[src/rtl/epl_read_mux_buf_pkg.sv]
// Shared constants and helpers for the EPLFFRAM02 read-data mux and output buffer.
// Parity build option: EPL_RDMUX_PARITY_EN (undefined by default).
package epl_read_mux_buf_pkg;

  localparam int DEF_TWORD_WIDTH = 16;
  localparam int DEF_MUX         = 2;
  localparam int DEF_DEPTH       = 2;

  typedef enum logic [1:0] {
    FIFO_EMPTY,
    FIFO_PARTIAL,
    FIFO_FULL
  } fifo_state_e;

  function automatic bit mux_legal(input int m);
    return (m == 2) || (m == 4) || (m == 8);
  endfunction

  function automatic bit depth_legal(input int d);
    return (d >= 2) && ((d & (d - 1)) == 0);
  endfunction

endpackage

[src/rtl/epl_rdmux_fifo.sv]
// Generic synchronous FIFO for the read path: drop-on-full with sticky overflow,
// a pop frees the slot for a same-cycle push, and the head reads as zero when empty.
module epl_rdmux_fifo
  import epl_read_mux_buf_pkg::*;
#(
  parameter int WIDTH = DEF_TWORD_WIDTH + 1,
  parameter int DEPTH = DEF_DEPTH
) (
  input  logic             pClk_i,
  input  logic             nRst_i,
  input  logic             push,
  input  logic [WIDTH-1:0] din,
  input  logic             pop_req,
  output logic [WIDTH-1:0] head,
  output logic             valid,
  output logic             full,
  output logic             ovf
);

  localparam int AW = $clog2(DEPTH);
  localparam int CW = AW + 1;
  localparam logic [CW-1:0] FULL_CNT = CW'(DEPTH);

  logic [AW-1:0]    wr_ptr;
  logic [AW-1:0]    rd_ptr;
  logic [CW-1:0]    count;
  logic [WIDTH-1:0] mem [DEPTH];
  fifo_state_e      state;
  logic             pop;
  logic             push_ok;
  logic             drop;

  always_comb begin
    state = FIFO_PARTIAL;
    if (count == '0) begin
      state = FIFO_EMPTY;
    end else if (count == FULL_CNT) begin
      state = FIFO_FULL;
    end
  end

  assign valid = (state != FIFO_EMPTY);
  assign full  = (state == FIFO_FULL);
  assign head  = valid ? mem[rd_ptr] : '0;

  // When full, a pop in the same cycle vacates the slot the write pointer aims at.
  assign pop     = pop_req & valid;
  assign push_ok = push & (~full | pop);
  assign drop    = push & full & ~pop;

  always_ff @(posedge pClk_i or negedge nRst_i) begin
    if (!nRst_i) begin
      wr_ptr <= '0;
      rd_ptr <= '0;
      count  <= '0;
      ovf    <= 1'b0;
      for (int i = 0; i < DEPTH; i++) begin
        mem[i] <= '0;
      end
    end else begin
      if (push_ok) begin
        mem[wr_ptr] <= din;
        wr_ptr      <= wr_ptr + 1'b1;
      end
      if (pop) begin
        rd_ptr <= rd_ptr + 1'b1;
      end
      case ({push_ok, pop})
        2'b10:   count <= count + 1'b1;
        2'b01:   count <= count - 1'b1;
        default: count <= count;
      endcase
      if (drop) begin
        ovf <= 1'b1;
      end
    end
  end

endmodule

[src/rtl/epl_read_mux_buf.sv]
// EPLFFRAM02 read path: one-hot column mux feeding a small output FIFO.
// Define EPL_RDMUX_PARITY_EN to add the stored per-word parity output pDoPar_o.
module epl_read_mux_buf
  import epl_read_mux_buf_pkg::*;
#(
  parameter int TWORD_WIDTH = DEF_TWORD_WIDTH,
  parameter int MUX         = DEF_MUX,
  parameter int DEPTH       = DEF_DEPTH
) (
  input  logic                       pClk_i,
  input  logic                       nRst_i,
  input  logic [TWORD_WIDTH*MUX-1:0] pDto_i,
  input  logic [MUX-1:0]             pAcy_i,
  input  logic                       pRead01_i,
  input  logic                       pReady_i,
  output logic [TWORD_WIDTH-1:0]     pDo_o,
  output logic                       pRead1_o,
  output logic                       pSelErr_o,
  output logic                       pBusy_o,
  output logic                       pOvf_o
`ifdef EPL_RDMUX_PARITY_EN
  ,
  output logic                       pDoPar_o
`endif
);

  if (!mux_legal(MUX)) begin : g_bad_mux
    $error("epl_read_mux_buf: MUX must be 2, 4 or 8");
  end
  if (!depth_legal(DEPTH)) begin : g_bad_depth
    $error("epl_read_mux_buf: DEPTH must be a power of two >= 2");
  end

`ifdef EPL_RDMUX_PARITY_EN
  localparam int FW = TWORD_WIDTH + 2;
`else
  localparam int FW = TWORD_WIDTH + 1;
`endif

  logic                   sel_onehot;
  logic                   sel_err;
  logic [TWORD_WIDTH-1:0] word;
  logic [FW-1:0]          din;
  logic [FW-1:0]          head;
  logic                   valid;
  logic                   full;
  logic                   ovf;

  assign sel_onehot = (pAcy_i != '0) && ((pAcy_i & (pAcy_i - 1'b1)) == '0);
  assign sel_err    = ~sel_onehot;

  // With a one-hot select the AND-OR picks exactly one column; otherwise force zero.
  always_comb begin
    word = '0;
    for (int idx = 0; idx < TWORD_WIDTH; idx++) begin
      word[idx] = sel_onehot & (|(pDto_i[idx*MUX +: MUX] & pAcy_i));
    end
  end

`ifdef EPL_RDMUX_PARITY_EN
  assign din = {^word, sel_err, word};
`else
  assign din = {sel_err, word};
`endif

  epl_rdmux_fifo #(
    .WIDTH (FW),
    .DEPTH (DEPTH)
  ) u_fifo (
    .pClk_i  (pClk_i),
    .nRst_i  (nRst_i),
    .push    (pRead01_i),
    .din     (din),
    .pop_req (pReady_i),
    .head    (head),
    .valid   (valid),
    .full    (full),
    .ovf     (ovf)
  );

  assign pDo_o     = head[TWORD_WIDTH-1:0];
  assign pSelErr_o = head[TWORD_WIDTH];
  assign pRead1_o  = valid;
  assign pBusy_o   = full;
  assign pOvf_o    = ovf;
`ifdef EPL_RDMUX_PARITY_EN
  assign pDoPar_o  = head[TWORD_WIDTH+1];
`endif

endmodule

[config.mk]
export PLATFORM = sky130hd
export DESIGN_NAME = epl_read_mux_buf
export DESIGN_NICKNAME = d
export VERILOG_FILES = /design/src/rtl/epl_read_mux_buf_pkg.sv /design/src/rtl/epl_rdmux_fifo.sv /design/src/rtl/epl_read_mux_buf.sv
export SDC_FILE = /design/constraint.sdc
export NUM_CORES = 1
export LEC_CHECK = 0
export ABC_AREA = 1
export CAP_MARGIN = 20
export CORE_ASPECT_RATIO = 0.75
export CORE_UTILIZATION = 38
export CTS_CLUSTER_SIZE = 20
export DETAILED_ROUTE_END_ITERATION = 10
export DONT_BUFFER_PORTS = 1
export PLACE_DENSITY_LB_ADDON = 0.12
export SETUP_SLACK_MARGIN = 0.1
export SYNTH_ARGS = -nofsm -noshare
export SYNTH_HDL_FRONTEND = slang
export SYNTH_SLANG_ARGS = --single-unit
[constraint.sdc]
create_clock -name pClk_i -period 2.7 [get_ports pClk_i]
set_input_delay 0.405 -clock pClk_i [delete_from_list [all_inputs] [get_ports pClk_i]]
set_output_delay 0.405 -clock pClk_i [all_outputs]
set_load 0.005 [all_outputs]
-- Word-level counts from Yosys, hierarchy flattened
Index checks and enable logic that the tools add are counted.
- $add $sub $neg: 5
- magnitude comparators: 3
- eq/ne operators: 4
- mux-type cells: 10
- bitwise logic cells: 43
- reduce and logical (&&, ||, !) cells: 23
- operators by type and width (kind ; number):
    two-way mux 17 bit ; 5
    bitwise AND 2 bit ; 17
    bitwise mux 34 bit ; 1
    OR reduction 2 bit ; 16
    bitwise AND 1 bit ; 20
    demux 17 bit (select 1 bit) ; 1
    == test 2 bit, second input constant ; 3
    nonzero test 2 bit ; 3
    >= comparator 2 bit, second input constant ; 2
    logical NOT 2 bit ; 2
    two-way mux 2 bit ; 2
    inverter 1 -> 2 bit ; 2
    one-hot mux 2 bit (2 select lines) ; 1
    subtractor 2 x 1 -> 2 bit, second input constant ; 2
    inverter 1 bit ; 3
    adder 1 bit, second input constant ; 2
    adder 2 x 1 -> 2 bit, second input constant ; 1
    == test 2 x 1 -> 1 bit, second input constant ; 1
    logical AND 1 bit ; 2
    < comparator 2 x 1 -> 1 bit, second input constant ; 1
    bitwise OR 1 bit ; 1
- flip-flop bits (word level): 39
- input bits: 38
- output and inout bits: 20

-- Depth between registers and ports, before layout
Gate-level depths: netlist of the first run.
- depth after elaboration: 9
- depth in mapped cells: 7
- mapped depth without buffers: 7

-- By module
Synthesis of the first run repeated with hierarchy kept, for this count alone.
- cell total of the unflattened synthesis: 272
- area, all modules: 2179.6 um2
- modules (own cells, without submodules) (module ; times used ; cells each ; area an instance (um2) ; seq. area each (um2)):
    epl_rdmux_fifo ; 1 ; 215 ; 1848.0 ; 975.9
    epl_read_mux_buf ; 1 ; 57 ; 331.6 ; 0.0

-- Least setup slack after synthesis of the first run
OpenSTA, ideal clock, no wires.
- kind: reg2reg
- start point: register u_fifo.count[1]
- end point: register u_fifo.count[1]
- arrival: 1.432 ns
- slack: 1.189 ns
- stages on the path, launching flop included: 7
- clock period less this slack: 1.511 ns
- path through: dfrtp_1 nor2_2 nor2_1 ha_1 or2_2 nand2_1 xor2_1
- cells in the longest elaborated chain, start to end: 9
- elaborated cells on any way between the ends: 16
- those cells by class: add/sub: 2; eq/ne: 4; mux: 3; bitwise: 4; reduce/logical: 3
- ends and longest elaborated chain (element ; line ; RTL):
    start, declared ; epl_rdmux_fifo.sv:26 ; logic [CW-1:0] count;
    start signal, assigned ; epl_rdmux_fifo.sv:69 ; 2'b10: count <= count + 1'b1;
    start signal, assigned ; epl_rdmux_fifo.sv:70 ; 2'b01: count <= count - 1'b1;
    start signal, assigned ; epl_rdmux_fifo.sv:71 ; default: count <= count;
    == test 2 bit ; epl_rdmux_fifo.sv:37 ; end else if (count == FULL_CNT) begin
    two-way mux 2 bit ; epl_rdmux_fifo.sv:37 ;
    two-way mux 2 bit (*) ; epl_rdmux_fifo.sv:35 ; if (count == '0) begin
    nonzero test 2 bit (*) ; epl_rdmux_fifo.sv:42 ; assign valid = (state != FIFO_EMPTY);
    bitwise AND 1 bit (*) ; epl_rdmux_fifo.sv:47 ; assign pop = pop_req & valid;
    via u_fifo.pop ; epl_rdmux_fifo.sv:29 ; logic pop;
    bitwise OR 1 bit ; epl_rdmux_fifo.sv:48 ; assign push_ok = push & (~full | pop);
    bitwise AND 1 bit ; epl_rdmux_fifo.sv:48 ;
    == test 2 x 1 -> 1 bit / == test 2 bit (equally long branches) ; epl_rdmux_fifo.sv:68 ; case ({push_ok, pop})
    one-hot mux 2 bit (2 select lines) / nonzero test 2 bit (equally long branches) ; n/a ;
Mark *: on every way through the listed nets, which the timed path passes. The rest lies on a longest branch.
A chain may end at the register's enable or synchronous reset.

-- Worst setup path in the final report of the first run
- start point: register u_fifo.count[0]
- end point: output pDo_o[7]
- cells in the longest elaborated chain, start to end: 5
- elaborated cells on any way between the ends: 6
- those cells by class: eq/ne: 1; mux: 3; reduce/logical: 2
- ends and longest elaborated chain (element ; line ; RTL):
    == test 2 bit ; epl_rdmux_fifo.sv:37 ;
    two-way mux 2 bit ; epl_rdmux_fifo.sv:37 ;
    two-way mux 2 bit (*) ; epl_rdmux_fifo.sv:35 ;
    nonzero test 2 bit (*) ; epl_rdmux_fifo.sv:42 ;
    two-way mux 17 bit (*) ; epl_rdmux_fifo.sv:44 ; assign head = valid ? mem[rd_ptr] : '0;
    end, declared ; epl_read_mux_buf.sv:16 ; output logic [TWORD_WIDTH-1:0] pDo_o,
Every way passes the cells marked *; elsewhere a longest branch is shown, timed or not.

==> out/metrics.csv, run 1 <==
metric,value,unit
Hold Path Class,input port to flop,
area of the mapped netlist,0.00214,mm^2
Yosys cell types,21,
fin nets,300,
DPL Wire Length,3110,um
Least-Margin Pin Slew,540,ps
register area share after synthesis,45.6,%
DRC viols,0,
clk slew on worst S/H paths,70,ps
area occupied by multi-input gates,0.00100,mm^2
DRT antenna net count,0,
vias in the first global route,1436,
fmax,0.522,GHz
Post-synth EDFFs,0,
Post-Place Cells,327,
# IOs,58,
drt wl/cell,14.5,um
setup TNS,0,ps
FP Rows,23,
Post-CTS Hold Buffers,2,
largest net degree at the start of global routing,40,
Cells after Synth,265,
drt initial violations,77,
leakage,1.04,nW
Final Non-Filler Cells,337,
CTS Root Buffer Type,clkbuf_8,
Worst-Skew Late Latency,290,ps
antenna fix cells,0,
"final std cell area, no fill",0.00223,mm^2
Slew Limit Fails,0,
layout cell share with drive strength beyond 1,16.0,%
post-synth top area share,45.6,%
first-pass GRT wire length,7820,um
Synth area leaders,"dfrtp_1 46%, nand2_1 24%, o21ai_2 9.8%",
clk sinks,39,
H-tree depth,2,
Die Ht,67.0,um
Yosys reg bits,39,
P&R area growth vs syn,4.03,%
port bufs,0,
VDD IR max,0.306,mV
routed vias,1599,
Die ar.,0.00594,mm^2
post-route clock period utilization,70.9,%
"count leader, synth",nand2_1,
Async SR Flop Fraction,100,%
Max Clock Skew,5.35,ps
Synthesized Nets,304,
core area,0.00538,mm^2
Synth area leader,dfrtp_1,
WP data arrival,1510,ps
Post-Place Worst Slack,939,ps
Synth Area per Inst,8.08,um^2
CTS tree,done,
Final setup violation count,0,
final wirelength,4890,um
final core area utilization,41.4,%
Seq. cell area,976,um^2
gpl congestion,0.696,
status,"complete, no violations",
Starting Density,39.8,%
Post-DP Area,0.00212,mm^2
commonest cells in the netlist,"137 x nand2_1, 39 x dfrtp_1, 24 x o21ai_2, 18 x a21oi_1, 10 x o21ai_1",
All-Layer GR Usage,18.5,%
Worst slew margin,63.8,%
crit-path max FO,10,
minimum clock period,1920,ps
PwrDens,1030,mW/mm^2
synth warn,0,
final global-route overflow total,0,
final hold vios,0,
"Data required, critical path",2300,ps
Inserted Clock Buffers,5,
Synth Flop Type,dfrtp_1,
width of the die,88.7,um
MaxCap Viol Count,0,
setup bufs post-CTS,0,
Setup WS post-layout,785,ps
WS Path Type,flop to primary output,
CP endpoint kind,primary output,
post-cts sizing count,0,
Filler Cell Count,590,
drt first pass iters,4,
initial antenna violation count,0,
clk buf depth,2,
Setup crit start kind,flop,
unrepaired setup endpoints after global routing,no,
Via density,4.74,
power breakdown:
part           internal [mW]  switching [mW]  total, mW
combinational          0.316           0.601      0.916
sequential             0.846           0.160       1.01
clock                  0.181           0.199      0.380
total                   1.34           0.960       2.30
metrics by stage:
stage          total power, mW  hold WS [ps]
2_1_floorplan             1.78           109
5_1_grt                   2.50           271
4_1_cts                   2.34           264
3_3_place_gp              1.93           111
3_5_place_dp              1.93           111
6_report                  2.30           274
cells by family (layout without fill, tap and decap cells):
kind of cell / after synthesis / in the layout / synth area share [%]
XOR/XNOR: 3 / 3 / 1.23
flip-flops: 39 / 39 / 45.6
buffers and inverters: 23 / 20 / 7.65
adder cells (fa/ha/maj): 1 / 1 / 0.584
AND/OR/NAND/NOR: 146 / 146 / 28.2
AO/OA/AOI/OAI: 53 / 53 / 16.8
layout by cell type (no fill, tap or decap), drive strengths merged:
cell type,instances
nand3,3
xor2,2
clkinv,2
a31o,1
dlygate4sd3,1
buf,3
inv,7
xnor2,1
clkbuf,7
or2,1
o21ai,34
dfrtp,39
nor2,3
ha,1
nand2,139
a21oi,18
path summary, 6_finish.rpt:
kind / cells past startpoint / slack [ps] / from / to
max in group asynchronous: 2 / 1900 / nRst_i / u_fifo.mem[19]
max reg2reg: 6 / 920 / u_fifo.count[0] / u_fifo.count[1]
max: 3 / 780 / u_fifo.count[0] / pDo_o[7]
min in group asynchronous: 2 / 600 / nRst_i / u_fifo.mem[29]
min: 1 / 270 / pRead01_i / u_fifo.ovf
min reg2reg: 2 / 480 / u_fifo.mem[24] / u_fifo.mem[24]
routing by layer:
layer / vias to the layer above / wire length (um) / GRT usage, %
met5: - / 0 / 0
met4: 0 / 61 / 7.26
met3: 5 / 188 / 4.21
met2: 40 / 2040 / 25.4
met1: 726 / 2590 / 27.7
li1: 828 / - / -
critical path, stage by stage, from the launching register on:
cell     delay [ps]
dfrtp_1         460
nor2_2          400
buf_4           280
a21oi_1          80
state kept, by name, indices dropped and copies added, names as in the netlist:
signal and cells:
u_fifo.mem 34, u_fifo.count 2, u_fifo.ovf 1, u_fifo.rd_ptr 1, u_fifo.wr_ptr 1
cell type report:
cell class              count  share of cell area [%]
multi-input cells         203                    45.0
flip-flops and latches     39                    43.8
well taps                  75                    4.21
clock buffers               7                    3.43
repair buffers              4                    2.02
inverters                   8                    1.35
clock inverters             1                   0.225
Note: power is estimated with default switching activity, not from simulation.
==> inputs of run 2 (changes only) <==
==> constraint.sdc (replaced) <==
create_clock -name pClk_i -period 1.9 [get_ports pClk_i]
set_input_delay 0.285 -clock pClk_i [delete_from_list [all_inputs] [get_ports pClk_i]]
set_output_delay 0.285 -clock pClk_i [all_outputs]
set_load 0.005 [all_outputs]
==> run 2 against run 1 <==
  * Clock power is 120% higher
  * Utilization is 1.0 points higher
  * Power is 55% higher
  * Critical path type unchanged
  * Hold slack worse by 110 ps
  * Critical path depth stayed put
  * Design area is 2.5% higher
  * Routed wire length is 0.33% lower
==> out/metrics.csv, run 2 (synthesis gave the netlist of run 1 again) <==
metric,value,unit
Inserted Clock Buffers,5,
fin nets,300,
gpl congestion,0.755,
DRC viols,0,
Critical R2R Launch,u_fifo.count[0],
gr busiest metal,met2,
drt wl/cell,14.5,um
Worst Reg-to-Reg Cells,7,
Filler Cell Count,582,
met2 usage,27.6,%
WS Path Type,flop to primary output,
post-route clock period utilization,82.9,%
final global-route overflow total,0,
vias in the first global route,1453,
antenna fix cells,0,
unrepaired setup endpoints after global routing,no,
"commonest cells after routing, fill and taps aside","137 x nand2_1, 39 x dfrtp_1, 24 x o21ai_2",
drt initial violations,70,
final wirelength,4870,um
hold path startpoint,pRead01_i,
hold depth,1,
PwrDens,1560,mW/mm^2
internal power,2.18,mW
P&R area growth vs syn,6.60,%
biggest regs,"u_fifo.mem (34), u_fifo.count (2)",
# IOs,58,
DRT antenna net count,0,
met1 usage,25.2,%
"most common cell after layout, fill and taps aside",nand2_1,
Max Clock Skew,7.14,ps
final hold vios,0,
share of power burned in registers,40.1,%
clock power share,23.1,%
FP Rows,23,
leakage,1.06,nW
sink of the worst hold path,u_fifo.ovf,
CTS tree,done,
All-Layer GR Usage,18.0,%
first-pass GRT wire length,7690,um
Setup crit start kind,flop,
Least-Margin Pin Slew,518,ps
clk slew on worst S/H paths,70,ps
Starting Density,39.8,%
clk sinks,39,
WP data arrival,1290,ps
setup TNS,0,ps
largest net degree at the start of global routing,40,
CTS Root Buffer Type,clkbuf_8,
setup bufs post-CTS,0,
switch share,38.8,%
Fin Hold WS,160,ps
Final setup violation count,0,
max FFs per register,34,
width of the die,88.7,um
minimum clock period,1570,ps
CP endpoint kind,primary output,
drt first pass iters,4,
Hold Path Class,input port to flop,
port bufs,0,
H-tree depth,2,
Worst slew margin,65.5,%
DPL Wire Length,2960,um
status,"complete, no violations",
clk buf depth,2,
Top reg by flops,u_fifo.mem,
Worst-Skew Late Latency,290,ps
fmax,0.635,GHz
Psw,1.38,mW
Via density,4.86,
MaxCap Viol Count,0,
layout cell share with drive strength beyond 1,16.8,%
Critical R2R Capture,u_fifo.count[1],
Logic pwr share,36.8,%
crit-path max FO,18,
routed vias,1638,
Slew Limit Fails,0,
met3 Use GR,4.09,%
Seq. cell area,976,um^2
Die ar.,0.00594,mm^2
VDD IR max,0.403,mV
initial antenna violation count,0,
"Data required, critical path",1620,ps
Die Ht,67.0,um
R2R Setup Slk,410,ps
final core area utilization,42.4,%
area occupied by multi-input gates,0.00100,mm^2
core area,0.00538,mm^2
## run 2: worst max-delay path, stage by stage, from the launching register on
cell and delay (ps):
dfrtp_1 390, buf_4 290, nand2_1 80, a21oi_1 240
## run 2: per-stage QoR
step | total power, mW | cell area [um^2] | cells | worst slack [ps]
finish | 3.56 | 2280 | 337 | 326
global route | 3.86 | 2280 | 337 | 236
CTS | 3.60 | 2280 | 337 | 184
detailed placement | 2.75 | 2120 | 327 | 429
global placement | 2.75 | 2120 | 327 | 462
floorplan | 2.54 | 2140 | 265 | 389
## run 2: worst max-delay path by stage
| stage | cells after the start | slack, ps | endpoint | from |
|---|---|---|---|---|
| floorplan | 6 | 390 | u_fifo.count[1] | u_fifo.count[1] |
| global placement | 3 | 460 | pDo_o[11] | u_fifo.rd_ptr |
| detailed placement | 7 | 430 | u_fifo.count[1] | u_fifo.count[0] |
| CTS | 3 | 180 | pDo_o[9] | u_fifo.rd_ptr |
| global route | 3 | 240 | pDo_o[12] | u_fifo.rd_ptr |
| finish | 3 | 330 | pDo_o[2] | u_fifo.rd_ptr |
## run 2: layout make-up
class	count	share of cell area [%]
tap	75	4.11
clock inverter	2	2.63
clock buffer	6	3.18
inverter	8	1.48
timing repair buffer	4	1.97
multi-input combinational	203	43.9
sequential	39	42.7
## run 2: routing by layer
metal,part of all wire [%],up-vias
li1,-,831
met1,48,758
met2,46,43
met3,5.3,6
met4,0.43,0
met5,0,-
## run 2: power groups by stage
stage	registers (mW)	logic (mW)	clock network, mW
after floorplan	1.39	1.15	0
after global placement	1.44	1.31	0
after detailed placement	1.44	1.31	0
after CTS	1.42	1.34	0.836
after global routing	1.47	1.51	0.879
final	1.43	1.31	0.822
## run 2: timing repair
action | in CTS | in global routing
setup endpoints to repair | 0 | 4
gates resized for setup | 0 | 1
hold endpoints to repair | 39 | 0
hold buffers | 2 | 0
